[src/rtl/reg_bank_wr_arbiter_pkg.sv]
// reg_bank_wr_arbiter_pkg: shared sizes and encodings for the arbitrated register bank
package reg_bank_wr_arbiter_pkg;
    localparam int DEF_DW   = 32;
    localparam int DEF_NREG = 8;
    localparam int DEF_AW   = 3;
    typedef enum logic {S_IDLE = 1'b0, S_CLEAR = 1'b1} state_t;
    typedef enum logic {RR_A = 1'b0, RR_B = 1'b1} rr_t;
endpackage

[src/rtl/reg_bank_wr_arbiter_entry.sv]
// reg_entry_we: one storage word with write enable and synchronous reset
module reg_entry_we #(
    parameter int DW = 32
) (
    input  logic          clk,
    input  logic          reset,
    input  logic          we,
    input  logic [DW-1:0] d,
    output logic [DW-1:0] q
);
    always_ff @(posedge clk)
        if (reset) q <= '0;
        else if (we) q <= d;
endmodule

[src/rtl/reg_bank_wr_arbiter.sv]
// reg_bank_wr_arbiter: 8x32 register bank, round-robin shared write port, clear sweep
module reg_bank_wr_arbiter
    import reg_bank_wr_arbiter_pkg::*;
#(
    parameter int DW   = DEF_DW,
    parameter int NREG = DEF_NREG,
    parameter int AW   = DEF_AW
) (
    input  logic          clk,
    input  logic          reset,
    input  logic          req_a,
    input  logic [AW-1:0] addr_a,
    input  logic [DW-1:0] data_a,
    output logic          ack_a,
    input  logic          req_b,
    input  logic [AW-1:0] addr_b,
    input  logic [DW-1:0] data_b,
    output logic          ack_b,
    input  logic          clr_start,
    output logic          busy,
    input  logic [AW-1:0] rd_addr,
    output logic [DW-1:0] rd_data
);
    state_t        state;
    rr_t           rr;
    logic [AW-1:0] cnt;
    logic [DW-1:0] q [NREG];
    logic          clearing, va, vb, gnt_a, gnt_b;
    logic [DW-1:0] wdata;

    // a requester whose ack is high this cycle is already served; mask it
    always_comb begin
        clearing = state == S_CLEAR;
        va       = req_a & ~ack_a;
        vb       = req_b & ~ack_b;
        gnt_a    = ~clearing & ~clr_start & va & (~vb | rr == RR_A);
        gnt_b    = ~clearing & ~clr_start & vb & (~va | rr == RR_B);
        wdata    = clearing ? '0 : gnt_a ? data_a : data_b;
    end

    always_ff @(posedge clk) begin
        if (reset) begin
            state <= S_IDLE;
            cnt   <= '0;
            rr    <= RR_A;
            ack_a <= 1'b0;
            ack_b <= 1'b0;
        end else begin
            ack_a <= gnt_a;
            ack_b <= gnt_b;
            if (gnt_a | gnt_b) rr <= gnt_a ? RR_B : RR_A;
            if (clearing) begin
                cnt <= cnt + 1'b1;
                if (cnt == AW'(NREG - 1)) state <= S_IDLE;
            end else if (clr_start) begin
                state <= S_CLEAR;
                cnt   <= '0;
            end
        end
    end

    assign busy = clearing;

    for (genvar i = 0; i < NREG; i++) begin : g_ent
        logic we;
        assign we = clearing ? cnt == AW'(i)
                             : (gnt_a && addr_a == AW'(i)) || (gnt_b && addr_b == AW'(i));
        reg_entry_we #(.DW(DW)) u_ent (
            .clk   (clk),
            .reset (reset),
            .we    (we),
            .d     (wdata),
            .q     (q[i])
        );
    end

    assign rd_data = q[rd_addr];
endmodule

[config.mk]
export PLATFORM = sky130hd
export DESIGN_NAME = reg_bank_wr_arbiter
export DESIGN_NICKNAME = d
export VERILOG_FILES = /design/src/rtl/reg_bank_wr_arbiter_pkg.sv /design/src/rtl/reg_bank_wr_arbiter_entry.sv /design/src/rtl/reg_bank_wr_arbiter.sv
export SDC_FILE = /design/constraint.sdc
export NUM_CORES = 1
export LEC_CHECK = 0
export ABC_CLOCK_PERIOD_IN_PS = 2000
export BUFFER_PORTS_ARGS = -buffer_cell sky130_fd_sc_hd__clkbuf_2
export CAP_MARGIN = 30
export CORE_ASPECT_RATIO = 1.4
export CORE_MARGIN = 10
export CORE_UTILIZATION = 45
export DETAILED_ROUTE_END_ITERATION = 10
export GPL_TIMING_DRIVEN = 1
export PLACE_DENSITY = 0.62
export SLEW_MARGIN = 5
export SYNTH_ARGS = -nofsm -noshare
export SYNTH_HDL_FRONTEND = slang
export SYNTH_SLANG_ARGS = --single-unit
export TNS_END_PERCENT = 50
[constraint.sdc]
create_clock -name clk -period 2 [get_ports clk]
set_input_delay 0.2 -clock clk [delete_from_list [all_inputs] [get_ports clk]]
set_output_delay 0.2 -clock clk [all_outputs]
set_load 0.1 [all_outputs]
==> Word level (Yosys, flattened, before mapping) <==
Cells that the tools add are included.
{ "word_totals": {"register_bits": 263, "in_bits": 78, "wordCells": 101} }
{ "op_classes": {"n_addsub": 1, "magnitude_cmp": 1, "eq_ne": 21, "mux": 19, "bitwise": 18, "reduce_logical": 28} }
{ "ops": {"columns": ["op", "count"], "rows": [
  ["two-way mux 32 bit", 4],
  ["binary-select mux 32 bit (select 3 bit)", 1],
  ["equality test 3 bit, second input constant", 12],
  ["equality test 3 x 2 -> 1 bit, second input constant", 6],
  ["logical AND 1 bit", 16],
  ["two-way mux 1 bit", 12],
  ["equality test 3 x 1 -> 1 bit, second input constant", 3],
  ["zero test 3 bit", 3],
  ["logical OR 1 bit", 8],
  ["bitwise AND 1 bit", 7],
  ["NOT 1 bit", 7],
  ["two-way mux 3 bit", 2],
  [">= comparator 4 bit, second input constant", 1],
  ["NOT 3 -> 4 bit", 1],
  ["adder 3 x 1 -> 3 bit, second input constant", 1],
  ["bitwise OR 1 bit", 3],
  ["nonzero test 2 bit", 1]
]} }

==> Logic depth before layout (Yosys ltp) <==
{ "logic_depth": {"word_depth": 8, "mapped_depth": 7, "ltp_nobuf": 5} }

==> Hierarchy <==
A second synthesis with hierarchy kept.
{ "unflattened": {"cells_unflattened": 1131, "area_unflattened_um2": 12435.7} }
{ "by_module_without_submodules": {"columns": ["mod", "n_inst", "cells_each", "area_each_um2", "seq_area_each_um2"], "rows": [
  ["reg_entry_we", 8, 103, 1163.6, 640.6],
  ["reg_bank_wr_arbiter", 1, 307, 3126.7, 140.1]
]} }

==> Worst setup path before layout <==
Ideal clock, no wire load.
{ "synth_path": {"path_type": "flip-flop to flip-flop", "startpoint": "register state, in the netlist busy", "endpoint": "register g_ent[0].u_ent.q[22]", "arrival_time_ns": 2.286, "required_time_ns": 1.861, "slack_ns": -0.426, "stages_incl_launch_ff": 8, "path_buffers": 3, "period_less_slack_ns": 2.426, "cell_sequence": "dfxtp_1 > buf_2 > nor4b_4 > buf_2 > clkbuf_1 > and3_1 > o21ai_1 > mux2i_1"} }
{ "synth_between": {"elab_chain_len": 7, "elab_cells_between_ends": 12} }
{ "synth_lines": {"columns": ["element", "line_no", "rtl"], "rows": [
  ["from (decl)", "reg_bank_wr_arbiter.sv:24", "state_t state;"],
  ["from (signal assigned)", "reg_bank_wr_arbiter.sv:43", "state <= S_IDLE;"],
  ["from (signal assigned)", "reg_bank_wr_arbiter.sv:54", "if (cnt == AW'(NREG - 1)) state <= S_IDLE;"],
  ["from (signal assigned)", "reg_bank_wr_arbiter.sv:56", "state <= S_CLEAR;"],
  ["NOT 1 bit", "reg_bank_wr_arbiter.sv:36, reg_bank_wr_arbiter.sv:37", null],
  ["bitwise AND 1 bit", "reg_bank_wr_arbiter.sv:36, reg_bank_wr_arbiter.sv:37", null],
  ["bitwise AND 1 bit, on equally long branches (2 in a row)", "reg_bank_wr_arbiter.sv:36, reg_bank_wr_arbiter.sv:37", null],
  ["logical AND 1 bit", "reg_bank_wr_arbiter.sv:67", ": (gnt_a && addr_a == AW'(i)) || (gnt_b && addr_b == AW'(i));"],
  ["logical OR 1 bit", "reg_bank_wr_arbiter.sv:67", null],
  ["two-way mux 1 bit", "reg_bank_wr_arbiter.sv:66", "assign we = clearing ? cnt == AW'(i)"],
  ["to (signal assigned)", "reg_bank_wr_arbiter_entry.sv:12", "if (reset) q <= '0;"],
  ["to (signal assigned)", "reg_bank_wr_arbiter_entry.sv:13", "else if (we) q <= d;"],
  ["to (decl)", "reg_bank_wr_arbiter_entry.sv:9", "output logic [DW-1:0] q"]
]} }
Parallel ways exist; a longest one is shown, timed or not.
A chain may end at the register's enable or synchronous reset.

==> Worst setup path after layout <==
{ "layout_path": {"startpoint": "register g_ent[3].u_ent.q[4]", "endpoint": "output port rd_data[4]"} }
{ "layout_between": {"elab_chain_len": 3} }
{ "layout_lines": {"columns": ["element", "line_no", "rtl"], "rows": [
  ["from (decl)", "reg_bank_wr_arbiter_entry.sv:9", null],
  ["from (signal assigned)", "reg_bank_wr_arbiter_entry.sv:12", null],
  ["from (signal assigned)", "reg_bank_wr_arbiter_entry.sv:13", null],
  ["binary-select mux 32 bit (select 3 bit)", "reg_bank_wr_arbiter.sv:77", "assign rd_data = q[rd_addr];"],
  ["two-way mux 32 bit (not written as such) (2 in a row)", "reg_bank_wr_arbiter.sv:77", null],
  ["to (decl)", "reg_bank_wr_arbiter.sv:22", "output logic [DW-1:0] rd_data"]
]} }
Every way passes these cells. The select of a mux whose other input is x is not followed.

==> results.md <==
* Status: finished with violations
* Failing checks: setup timing
* Fin. Hold Viols at 0
* Grt ovf at 0
* Synth Instances at about 1100
* Dpl ws at -41.5 ps
* Die height at 220 µm
* Crit. End Element: output port
* Yosys cell types at 33
* Largest net degree at the start of global routing at about 120
* PwrDens at between 700 and 800 mW/mm²
* Hold WS at 19.3 ps
* Setup TNS at -17.6 ps
* Drt pass-1 iters at 4
* Internal power at around 8.8 mW
* Final Worst Setup Slack at -17.6 ps
* Clock transition at path regs at 60 ps
* Clock share of power at approximately two fifths
* DR iter-0 viols at roughly 330
* Crit path kind: flop to output port
* Part of the cycle the worst path needs at 101%
* Synth Area per Inst at approximately 11 µm²
* Sequential power share at approximately 46%
* Async SR Flop Fraction at 0%
* EDFF count, synth at 0
* Initial Utilization at 45.5%
* Routed vias at 8619
* Minimum clock period at a little over 2000 ps
* Die area at between 0.03 and 0.04 mm²
* Hold Buf Count CTS at 0
* End of the worst hold path: ack_b
* Port Buffers at roughly 110
* Max Fclk at just under 500 MHz
* FP Rows at 73
* Synth Cell Area at between 0.01 and 0.015 mm²
* Routed wire length at 30.7 mm
* Post-Route Utilization at 55.8%
* Ant. Diodes at 0
* Post-synthesis register bit count at roughly 260
* RR Endpoint: g_ent[2].u_ent.q[19]
* Comb pwr share at approximately an eighth
* Synth warn at 0
* CP required at ~1800 ps
* Critical Path AT at 1820 ps
* Final setup violation count at 1
* DR vias/cell at ~5.3
* Area of the core at between 0.02 and 0.03 mm²
* Residual DRC at 0
* R2R Setup Slk at about 120 ps
* Worst skew pair latency at approximately 530 ps
* Post-DP HPWL at approximately 19 mm
* H-tree depth at 1
* # IOs at about 110
* Finished Cell Area at around 0.016 mm²
* Hold Path Origin: req_b
* Placed cell count at between 1500 and 2000
* Pwr Total at 11.7 mW
* Total CTS buffers at 26
* Slew margin rel. at 63.9%
* Maxcap violations at 0
* FF-to-FF Start: busy
* Nets at 1325
* Initial antenna violation count at 0
* Clock root buffer master: clkbuf_16
* GRT Overall Usage at 16.8%
* Register area share after synthesis at around 41%
* Fin cells at 1635
* Vias in the first global route at 8966
* Clk buf depth at 3
* Net Sw Frac at 24.6%
* Area added between synthesis and finish at 22.6%
* Mapped Nets at around 1200
* Nature of the critical path startpoint: flop
* Hold Crit Class: input port to flop
* WHS Path Cells at 4
* P_sw at a little under 3 mW
* First-pass GRT wire length at 49.0 mm
* Fin. max-slew vios at 0
* CTS tree: yes
* Least-Margin Pin Slew at 544 ps
* Pleak at between 6 and 7 nW
* VDD IR max at slightly below 0.6 mV
* CTS sink count at 263
* Synth Flop Type: dfxtp_1
* Post-place instance area at 0.0148 mm²
* Critical Path Fanout Max at 2
* RSZ-0062 raised after global routing: yes
* Fin Clk Skew at around 15 ps
* Reg2Reg Depth at 7
* Final ANT Viol Nets at 0
* Die X-Extent at between 150 and 200 µm
* Share of post-route cells with drive strength above 1 at about 30%
* DR WL/cell at about 19 µm
* RD Place Congestion at ~0.76
[power groups by stage]
| stage | clock network (mW) | registers, mW | logic, mW |
|---|---|---|---|
| after global routing | 5.16 | 5.43 | 1.55 |
| after floorplan | 0 | 5.53 | 0.919 |
| after detailed placement | 0 | 5.53 | 1.44 |
| after global placement | 0 | 5.53 | 1.43 |
| final | 4.85 | 5.42 | 1.46 |
| after CTS | 4.97 | 5.41 | 1.45 |
[critical path, cell delays in order (launching register included)]
cell and delay, ps:
dfxtp_2 320, mux4_2 500, mux2_4 310, buf_12 170
[cell usage in the layout, fill, tap and decap left out, drive strengths merged]
cell type,Yosys,routed
a21boi,32,32
inv,3,3
bufinv,0,1
nand2,8,8
ha,6,6
clkinv,0,7
nor2,8,8
nor2b,2,2
and3b,1,1
nand2b,260,260
and3,33,33
or3b,1,1
nand4b,2,2
mux2i,257,257
clkbuf,48,115
mux2,32,32
a21oi,2,2
dfxtp,263,263
o211a,4,4
nor3b,3,3
mux4,64,64
nand3b,2,2
or2,1,1
nand4,3,3
o21ai,32,32
o31a,1,1
o211ai,4,4
clkinvlp,0,1
nor3,1,1
nand3,7,7
nor4b,2,2
buf,47,102
[metal layers]
layer	part of all wire (%)	track usage, %
met5	0	0
met4	1.4	3.49
met3	4.0	2.60
met2	48	28.4
met1	46	22.3
[sequential cells by signal, summed over array words and instances, names as in the netlist]
name and flops:
g_ent.u_ent.q 256, cnt 3, ack_a 1, ack_b 1, busy 1, rr 1
[worst max-delay path by stage]
stage / from / end / cells after the start
floorplan: rd_addr[1] / rd_data[0] / 5
global placement: clr_start / g_ent[7].u_ent.q[24] / 6
finish: g_ent[3].u_ent.q[4] / rd_data[4] / 3
CTS: g_ent[3].u_ent.q[4] / rd_data[4] / 3
detailed placement: clr_start / g_ent[1].u_ent.q[24] / 6
global route: g_ent[3].u_ent.q[4] / rd_data[4] / 3
[what timing repair did]
item                       4_1_cts  5_1_grt
pin swaps                        1        3
buffers inserted                 0        4
setup endpoints to repair       68      188
gates cloned                     0        0
resized for setup                2       60
[synth_stat cells, types with 11 or more instances]
master / instances / area share [%]
nand2b_1: 260 / 13
clkbuf_1: 48 / 1.4
dfxtp_1: 263 / 41
buf_6: 11 / 0.96
and3_1: 33 / 1.6
mux4_2: 64 / 11
mux2i_1: 257 / 20
buf_2: 20 / 0.78
a21boi_0: 32 / 1.9
o21ai_1: 17 / 0.66
mux2_2: 32 / 2.8
o21ai_2: 15 / 1.0
buf_4: 13 / 0.76
[cells by family after synthesis]
| kind of cell | after synthesis | synth area share, % |
|---|---|---|
| AOI/OAI and AO/OA | 75 | 4.39 |
| DFF | 263 | 40.8 |
| and+or+nand+nor | 334 | 16.2 |
| adders and majority gates | 6 | 0.582 |
| buffers and inverters | 98 | 4.07 |
| muxes | 353 | 33.9 |
[area by class of cell]
cell class	count	area [µm²]
fillers	2416	12500
multi-input cells	768	7300
flip-flops and latches	263	5310
repair buffers	179	1870
clock buffers	38	777
well taps	375	469
clock inverters	9	72.6
inverters	3	11.3
No activity file was read; power rests on OpenSTA's default activity.
